## config.mk

```make
export PLATFORM = sky130hd
export DESIGN_NAME = cpu_debug_ctrl
export DESIGN_NICKNAME = d
export VERILOG_FILES = /design/src/rtl/cpu_debug_ctrl.sv
export SDC_FILE = /design/constraint.sdc
export NUM_CORES = 1
export LEC_CHECK = 0
export BUFFER_PORTS_ARGS = -buffer_cell sky130_fd_sc_hd__buf_2
export CAP_MARGIN = 40
export CORE_MARGIN = 1.5
export CORE_UTILIZATION = 33
export CTS_CLUSTER_SIZE = 12
export DETAILED_ROUTE_END_ITERATION = 12
export GPL_ROUTABILITY_DRIVEN = 1
export MAX_ROUTING_LAYER = met4
export PLACE_DENSITY = 0.57
export SYNTH_ARGS = -nofsm -noshare
export SYNTH_HDL_FRONTEND = slang
export SYNTH_SLANG_ARGS = --single-unit
export TNS_END_PERCENT = 30
```

## constraint.sdc

```tcl
create_clock -name clk -period 2.71 [get_ports clk]
set_input_delay 0.542 -clock clk [delete_from_list [all_inputs] [get_ports clk]]
set_output_delay 0.542 -clock clk [all_outputs]
set_load 0.01 [all_outputs]
```

## src/rtl/cpu_debug_ctrl.sv

```systemverilog
// 6502 run/halt/step debug controller with NMI halts and breakpoints.
// Define CPU_DEBUG_CYCCNT_EN to add the 24-bit fetch counter at 0x10-0x12.
module cpu_debug_ctrl #(
  parameter logic [7:0] REG_BASE  = 8'hC0,
  parameter int         NUM_BP    = 2,
  parameter int         NMI_WIDTH = 8,
  parameter int         STEP_W    = 16
) (
  input  logic        clk,
  input  logic        rst_n,
  input  logic [7:0]  A,
  input  logic        write,
  input  logic [7:0]  Din,
  output logic [7:0]  Dout,
  output logic        hit,
  input  logic [15:0] cpu_addr,
  input  logic        sync,
  input  logic        b_runhalt,
  input  logic        b_step,
  input  logic        b_reset,
  output logic        nmiN,
  output logic        stopped,
  output logic [1:0]  halt_cause
);

  typedef enum logic [1:0] {RUN, STOP, ARMED, WAIT} state_e;

  state_e state_q, state_d;
  logic              sync_q, runmode_q, runmode_d, first_q, first_d;
  logic [1:0]        cause_q, cause_d;
  logic [7:0]        nmi_q, dout_q, rd;
  logic [STEP_W-1:0] step_q, step_d, rem_q, rem_d;
  logic [NUM_BP-1:0] bp_en_q, bp_en_d;
  logic [NUM_BP-1:0][15:0] bp_q, bp_d;
  logic [15:0]       s16, sr16;
  logic [4:0]        off;
  logic              fetch, wr, ctrl_wr, stat_wr, bp_hit, nmi_req, resume;

  assign off        = A[4:0];
  assign hit        = (A[7:5] == REG_BASE[7:5]);
  assign wr         = write & hit;
  assign ctrl_wr    = wr && (off == 5'h02);
  assign stat_wr    = wr && (off == 5'h03);
  assign fetch      = sync & ~sync_q;
  assign nmiN       = (nmi_q == 8'd0);
  assign stopped    = (state_q == STOP);
  assign halt_cause = cause_q;
  assign Dout       = dout_q;
  assign sr16       = 16'(step_q);

  always_comb begin
    bp_hit = 1'b0;
    for (int i = 0; i < NUM_BP; i++)
      if (bp_en_q[i] && bp_q[i] == cpu_addr) bp_hit = 1'b1;
  end

`ifdef CPU_DEBUG_CYCCNT_EN
  logic [23:0] cyc_q;
  logic [15:0] cyc_lat_q;

  always_ff @(posedge clk or negedge rst_n) begin
    if (!rst_n) begin
      cyc_q     <= '0;
      cyc_lat_q <= '0;
    end else begin
      if (resume)
        cyc_q <= '0;
      else if (fetch && (state_q == RUN || state_q == WAIT)
               && cyc_q != 24'hFFFFFF)
        cyc_q <= cyc_q + 24'd1;
      // 0x10 read snapshots the upper bytes for a coherent 24-bit read
      if (hit && !write && off == 5'h10)
        cyc_lat_q <= cyc_q[23:8];
    end
  end
`endif

  always_comb begin
    step_d  = step_q;
    bp_en_d = bp_en_q;
    bp_d    = bp_q;
    s16     = sr16;
    if (wr) begin
      if (off == 5'h00) s16[7:0]  = Din;
      if (off == 5'h01) s16[15:8] = Din;
      if (off == 5'h04) bp_en_d   = Din[NUM_BP-1:0];
      for (int i = 0; i < NUM_BP; i++) begin
        if (off == 5'(8 + 2 * i)) bp_d[i][7:0]  = Din;
        if (off == 5'(9 + 2 * i)) bp_d[i][15:8] = Din;
      end
    end
    step_d = s16[STEP_W-1:0];
  end

  always_comb begin
    rd = 8'h00;
    if (off == 5'h00) rd = sr16[7:0];
    if (off == 5'h01) rd = sr16[15:8];
    if (off == 5'h03) rd = {stopped, cause_q, 5'b0};
    if (off == 5'h04) rd = 8'(bp_en_q);
    for (int i = 0; i < NUM_BP; i++) begin
      if (off == 5'(8 + 2 * i)) rd = bp_q[i][7:0];
      if (off == 5'(9 + 2 * i)) rd = bp_q[i][15:8];
    end
`ifdef CPU_DEBUG_CYCCNT_EN
    if (off == 5'h10) rd = cyc_q[7:0];
    if (off == 5'h11) rd = cyc_lat_q[7:0];
    if (off == 5'h12) rd = cyc_lat_q[15:8];
`endif
  end

  always_comb begin
    state_d   = state_q;
    runmode_d = runmode_q;
    cause_d   = cause_q;
    rem_d     = rem_q;
    first_d   = first_q;
    nmi_req   = 1'b0;
    resume    = 1'b0;
    if (stat_wr) cause_d = 2'd0;
    if (fetch) first_d = 1'b0;
    unique case (state_q)
      RUN: begin
        if (b_runhalt || b_step) begin
          state_d = STOP; nmi_req = 1'b1; cause_d = 2'd1;
        end else if (fetch && bp_hit && !first_q) begin
          state_d = STOP; nmi_req = 1'b1; cause_d = 2'd3;
        end
      end
      STOP: begin
        if (b_reset) begin
          state_d = RUN; resume = 1'b1;
        end else if (b_runhalt) begin
          state_d = ARMED; runmode_d = 1'b1;
        end else if (b_step) begin
          state_d = ARMED; runmode_d = 1'b0;
        end
      end
      ARMED: begin
        if (b_reset) begin
          state_d = RUN; resume = 1'b1;
        end else if (ctrl_wr) begin
          rem_d   = (step_q == '0) ? STEP_W'(1) : step_q;
          resume  = 1'b1;
          state_d = (runmode_q || Din[1]) ? RUN : WAIT;
        end
      end
      WAIT: begin
        if (b_reset) begin
          state_d = RUN; resume = 1'b1;
        end else if (fetch && !first_q) begin
          rem_d = rem_q - STEP_W'(1);
          if (bp_hit) begin
            state_d = STOP; nmi_req = 1'b1; cause_d = 2'd3;
          end else if (rem_q == STEP_W'(1)) begin
            state_d = STOP; nmi_req = 1'b1; cause_d = 2'd2;
          end
        end
      end
      default: state_d = RUN;
    endcase
    // first fetch after any resume is the RTI return
    if (resume) first_d = 1'b1;
  end

  always_ff @(posedge clk or negedge rst_n) begin
    if (!rst_n) begin
      state_q   <= RUN;
      sync_q    <= 1'b0;
      runmode_q <= 1'b0;
      first_q   <= 1'b0;
      cause_q   <= 2'd0;
      nmi_q     <= 8'd0;
      dout_q    <= 8'h00;
      step_q    <= STEP_W'(1);
      rem_q     <= STEP_W'(1);
      bp_en_q   <= '0;
      bp_q      <= '0;
    end else begin
      state_q   <= state_d;
      sync_q    <= sync;
      runmode_q <= runmode_d;
      first_q   <= first_d;
      cause_q   <= cause_d;
      step_q    <= step_d;
      rem_q     <= rem_d;
      bp_en_q   <= bp_en_d;
      bp_q      <= bp_d;
      if (hit) dout_q <= rd;
      if (nmi_req && nmi_q == 8'd0)
        nmi_q <= 8'(NMI_WIDTH);
      else if (nmi_q != 8'd0)
        nmi_q <= nmi_q - 8'd1;
    end
  end

endmodule

```

==> run summary <==
- **share of the clock period used by the worst path** 91.2%
- **synth unique cells** 54
- **crit path kind** reg -> out
- **share of cells above drive strength 1** 30.8%
- **RePlAce Congestion** 0.829
- **count of cells resized by post-cts repair** 0
- **overall fraction of global-route tracks in use** 17.8%
- **DRC violations left** 0
- **synthesized netlist net count** 525
- **Syn Area/Cell** 10.4 um^2
- **diode count** 0
- **clock tree from TritonCTS** yes
- **CP Data Required Time** 2.17 ns
- **worst setup path end** nmiN
- **final setup TNS** 0 ns
- **area of the core region** 0.0146 mm^2
- **Row Count** 44
- **worst setup path startpoint** nmi_q[4]
- **via count** 3,900
- **via count of the first global-routing pass** 3,942
- **Cells after Synth** 478
- **total I/O pin count** 52
- **reg-to-reg slack, setup** 0.33 ns
- **area grow syn2layout** 17.5%
- **count of flip-flops with a built-in enable after synthesis** 0
- **dpl cells** 715
- **CTS max path bufs** 2
- **total congestion overflow after global routing** 0
- **Area after DPL** 0.00556 mm^2
- **final worst-path setup slack** 0.240 ns
- **First DRT Iteration DRCs** 222
- **commonest non-fill, non-tap cell in the layout** sky130_fd_sc_hd__dfrtp_1
- **IO Port Bufs** 51
- **Syn Std Cell Area** 0.00497 mm^2
- **sort of element at the end of the critical path** output pin
- **antenna violations before repair** 0
- **worst path arrival time** 1.93 ns
- **Post-synth top flop** sky130_fd_sc_hd__dfrtp_1
- **number of buffers inserted during clock tree synthesis** 9
- **switching fraction of total power** 33.8%
- **measured slew at the worst slew-check pin** 0.641 ns
- **layout net count** 591
- **pin count of the biggest net entering global routing** 41
- **sequential cell area fraction in the yosys report** 44.8%
- **count of clock tree sinks** 89
- **Post-DRT Antenna Nets** 0
- **Final Setup Violations** 0
- **switching power** 1.41 mW
- **Die Footprint** 0.0158 mm^2
- **async set-reset flop share out of synthesis** 100%
- **number of levels in the clock H-tree** 3
- **dominant combinational cell family by area after synthesis** compound AO/OA/AOI/OAI gates
- **number of max-cap violations** 0
- **minimum clock period after layout** 2.47 ns
- **fraction of the mapped netlist area in compound gates** 15.7%
- **clock power share** 28.6%
- **Max-slew headroom** 56.9%
- **global-route wire length before repair** 21.2 mm
- **Wirelength per Cell** 17.9 um
- **final hold violation count** 0
- **number of standard cells in the layout, taps in and fillers out** 732
- **internal power** 2.75 mW
- **hold buffers post-CTS** 0
- **part of the total power dissipated in sequential elements** 44.4%
- **detailed-route vias per instance** 5.33
- **max frequency** 405 MHz
- **multiplexer share of the synthesized area** 13.9%
- **drt pass-1 iters** 6
- **warnings from Yosys** 0
- **worst flop-to-flop path startpoint** rem_q[7]
- **type of the worst min-delay path** in -> async
- **final hold slack** 0.183 ns
- **Horiz. Die Dim** 126 um
- **pre-CTS setup slack** 0.166 ns
- **logic gate share of total power** 27.1%
- **highest fanout seen on the critical path** 4
- **clock latency at the later pin of the worst-skew pair** 0.35 ns
- **cell area after layout** 0.00584 mm^2
- **Clock Tree Root** sky130_fd_sc_hd__clkbuf_16
- **adder-cell area share of the yosys netlist** 2.01%
- **total leakage power** 2.68 nW
- **initial cell density of the core** 34.0%
- **DP Wirelength** 9.97 mm
- **highest-count cells in the layout ignoring fill and taps** sky130_fd_sc_hd__dfrtp_1 (87), sky130_fd_sc_hd__mux2_2 (58), sky130_fd_sc_hd__buf_2 (50)
- **critical path launch point type** register
- **height of the die** 126 um
- **simple-gate area share of the yosys netlist** 14.3%
- **outcome** finished, final reports clean
- **count of state elements after synthesis** 89
- **RSZ-0062 raised after global routing** no
- **wire length after detailed routing** 13.1 mm
- **buffers inserted during post-CTS setup optimization** 0
- **clock skew** 0.0104 ns
- **Final Max Tran Viols** 0
- **post-synthesis xor/xnor area fraction** 6.34%
- **clock-pin slew on the worst setup and hold paths** 0.06 ns
- **Power Density** 712 mW/mm^2
- **total power** 4.16 mW
- **largest vdd supply drop** 0.389 mV
- **final standard cell utilization of the core** 39.9%
- **reg2reg path depth** 6
- **Reg2Reg Capture Point** halt_cause[0]
[layer usage]
layer / track usage, % / vias up / share of wire (%)
li1: - / 1883 / -
met1: 23.5 / 1914 / 47
met2: 27.6 / 95 / 47
met3: 4.38 / 8 / 4.6
met4: 4.46 / 0 / 1.2
met5: - / - / 0
[cells by family (layout without fill, tap and decap cells)]
family                     Yosys count  in the layout
and+or+nand+nor                    138            138
AOI/OAI and AO/OA                  113            113
DFF                                 89             89
muxes                               62             62
xor gates and xnor gates            36             36
buffers and inverters               32            102
adders and majority gates            8              8
[area by class of cell]
class | count | area [um^2]
clock buffer | 11 | 243
multi-input combinational | 357 | 2610
clock inverter | 4 | 28.8
fill | 1441 | 8800
timing repair buffer | 75 | 463
inverter | 12 | 45.0
sequential | 89 | 2230
tap | 184 | 230
[cell usage after synthesis, drive strengths merged (3+ instances only)]
cell type / instances / area [um^2]
a21o: 5 / 37.5
a21oi: 23 / 115
a222oi: 3 / 30.0
a22oi: 6 / 45.0
buf: 8 / 51.3
clkbuf: 12 / 45.0
dfrtp: 87 / 2180
ha: 8 / 100
inv: 12 / 45.0
mux2: 58 / 653
mux2i: 4 / 40.0
nand2: 31 / 119
nand3: 22 / 110
nand4: 3 / 18.8
nor2: 28 / 105
nor2b: 4 / 25.0
nor3: 14 / 80.1
nor3b: 3 / 27.5
nor4: 15 / 93.8
o21ai: 39 / 195
o221ai: 5 / 43.8
o22a: 5 / 43.8
o22ai: 15 / 156
or2: 3 / 18.8
or3: 3 / 18.8
xnor2: 4 / 35.0
xor2: 32 / 280
[worst max-delay path, stage by stage, from the launching register on]
cell                       delay (ns)
sky130_fd_sc_hd__dfrtp_1         0.41
sky130_fd_sc_hd__or4_1           0.55
sky130_fd_sc_hd__nor2_1          0.18
sky130_fd_sc_hd__nand3b_1        0.16
sky130_fd_sc_hd__inv_1           0.14
sky130_fd_sc_hd__buf_2           0.15
[worst min-delay path by stage]
stage / start / to / depth (start not counted)
floorplan: rst_n / Dout[0] / 0
global placement: nmi_q[6] / nmi_q[6] / 1
detailed placement: nmi_q[5] / nmi_q[5] / 1
CTS: rst_n / sr16[1] / 1
global route: rst_n / rem_q[14] / 1
finish: rst_n / rem_q[14] / 1
[state kept, by name, summed over array words and instances, names as in the netlist]
| signal | count |
|---|---|
| halt_cause | 2 |
| state_q | 2 |
| sync_q | 1 |
| runmode_q | 1 |
| sr16 | 16 |
| bp_q | 32 |
| rem_q | 16 |
| nmi_q | 8 |
| first_q | 1 |
| Dout | 8 |
| bp_en_q | 2 |
[power by group through the flow]
stage | Clock [mW] | Sequential, mW | Combinational, mW
6_report | 1.19 | 1.85 | 1.13
3_5_place_dp | 0 | 1.87 | 1.12
2_1_floorplan | 0 | 1.80 | 0.812
4_1_cts | 1.22 | 1.85 | 1.13
5_1_grt | 1.28 | 1.89 | 1.27
3_3_place_gp | 0 | 1.85 | 1.09
(Power assumes the default switching activity.)
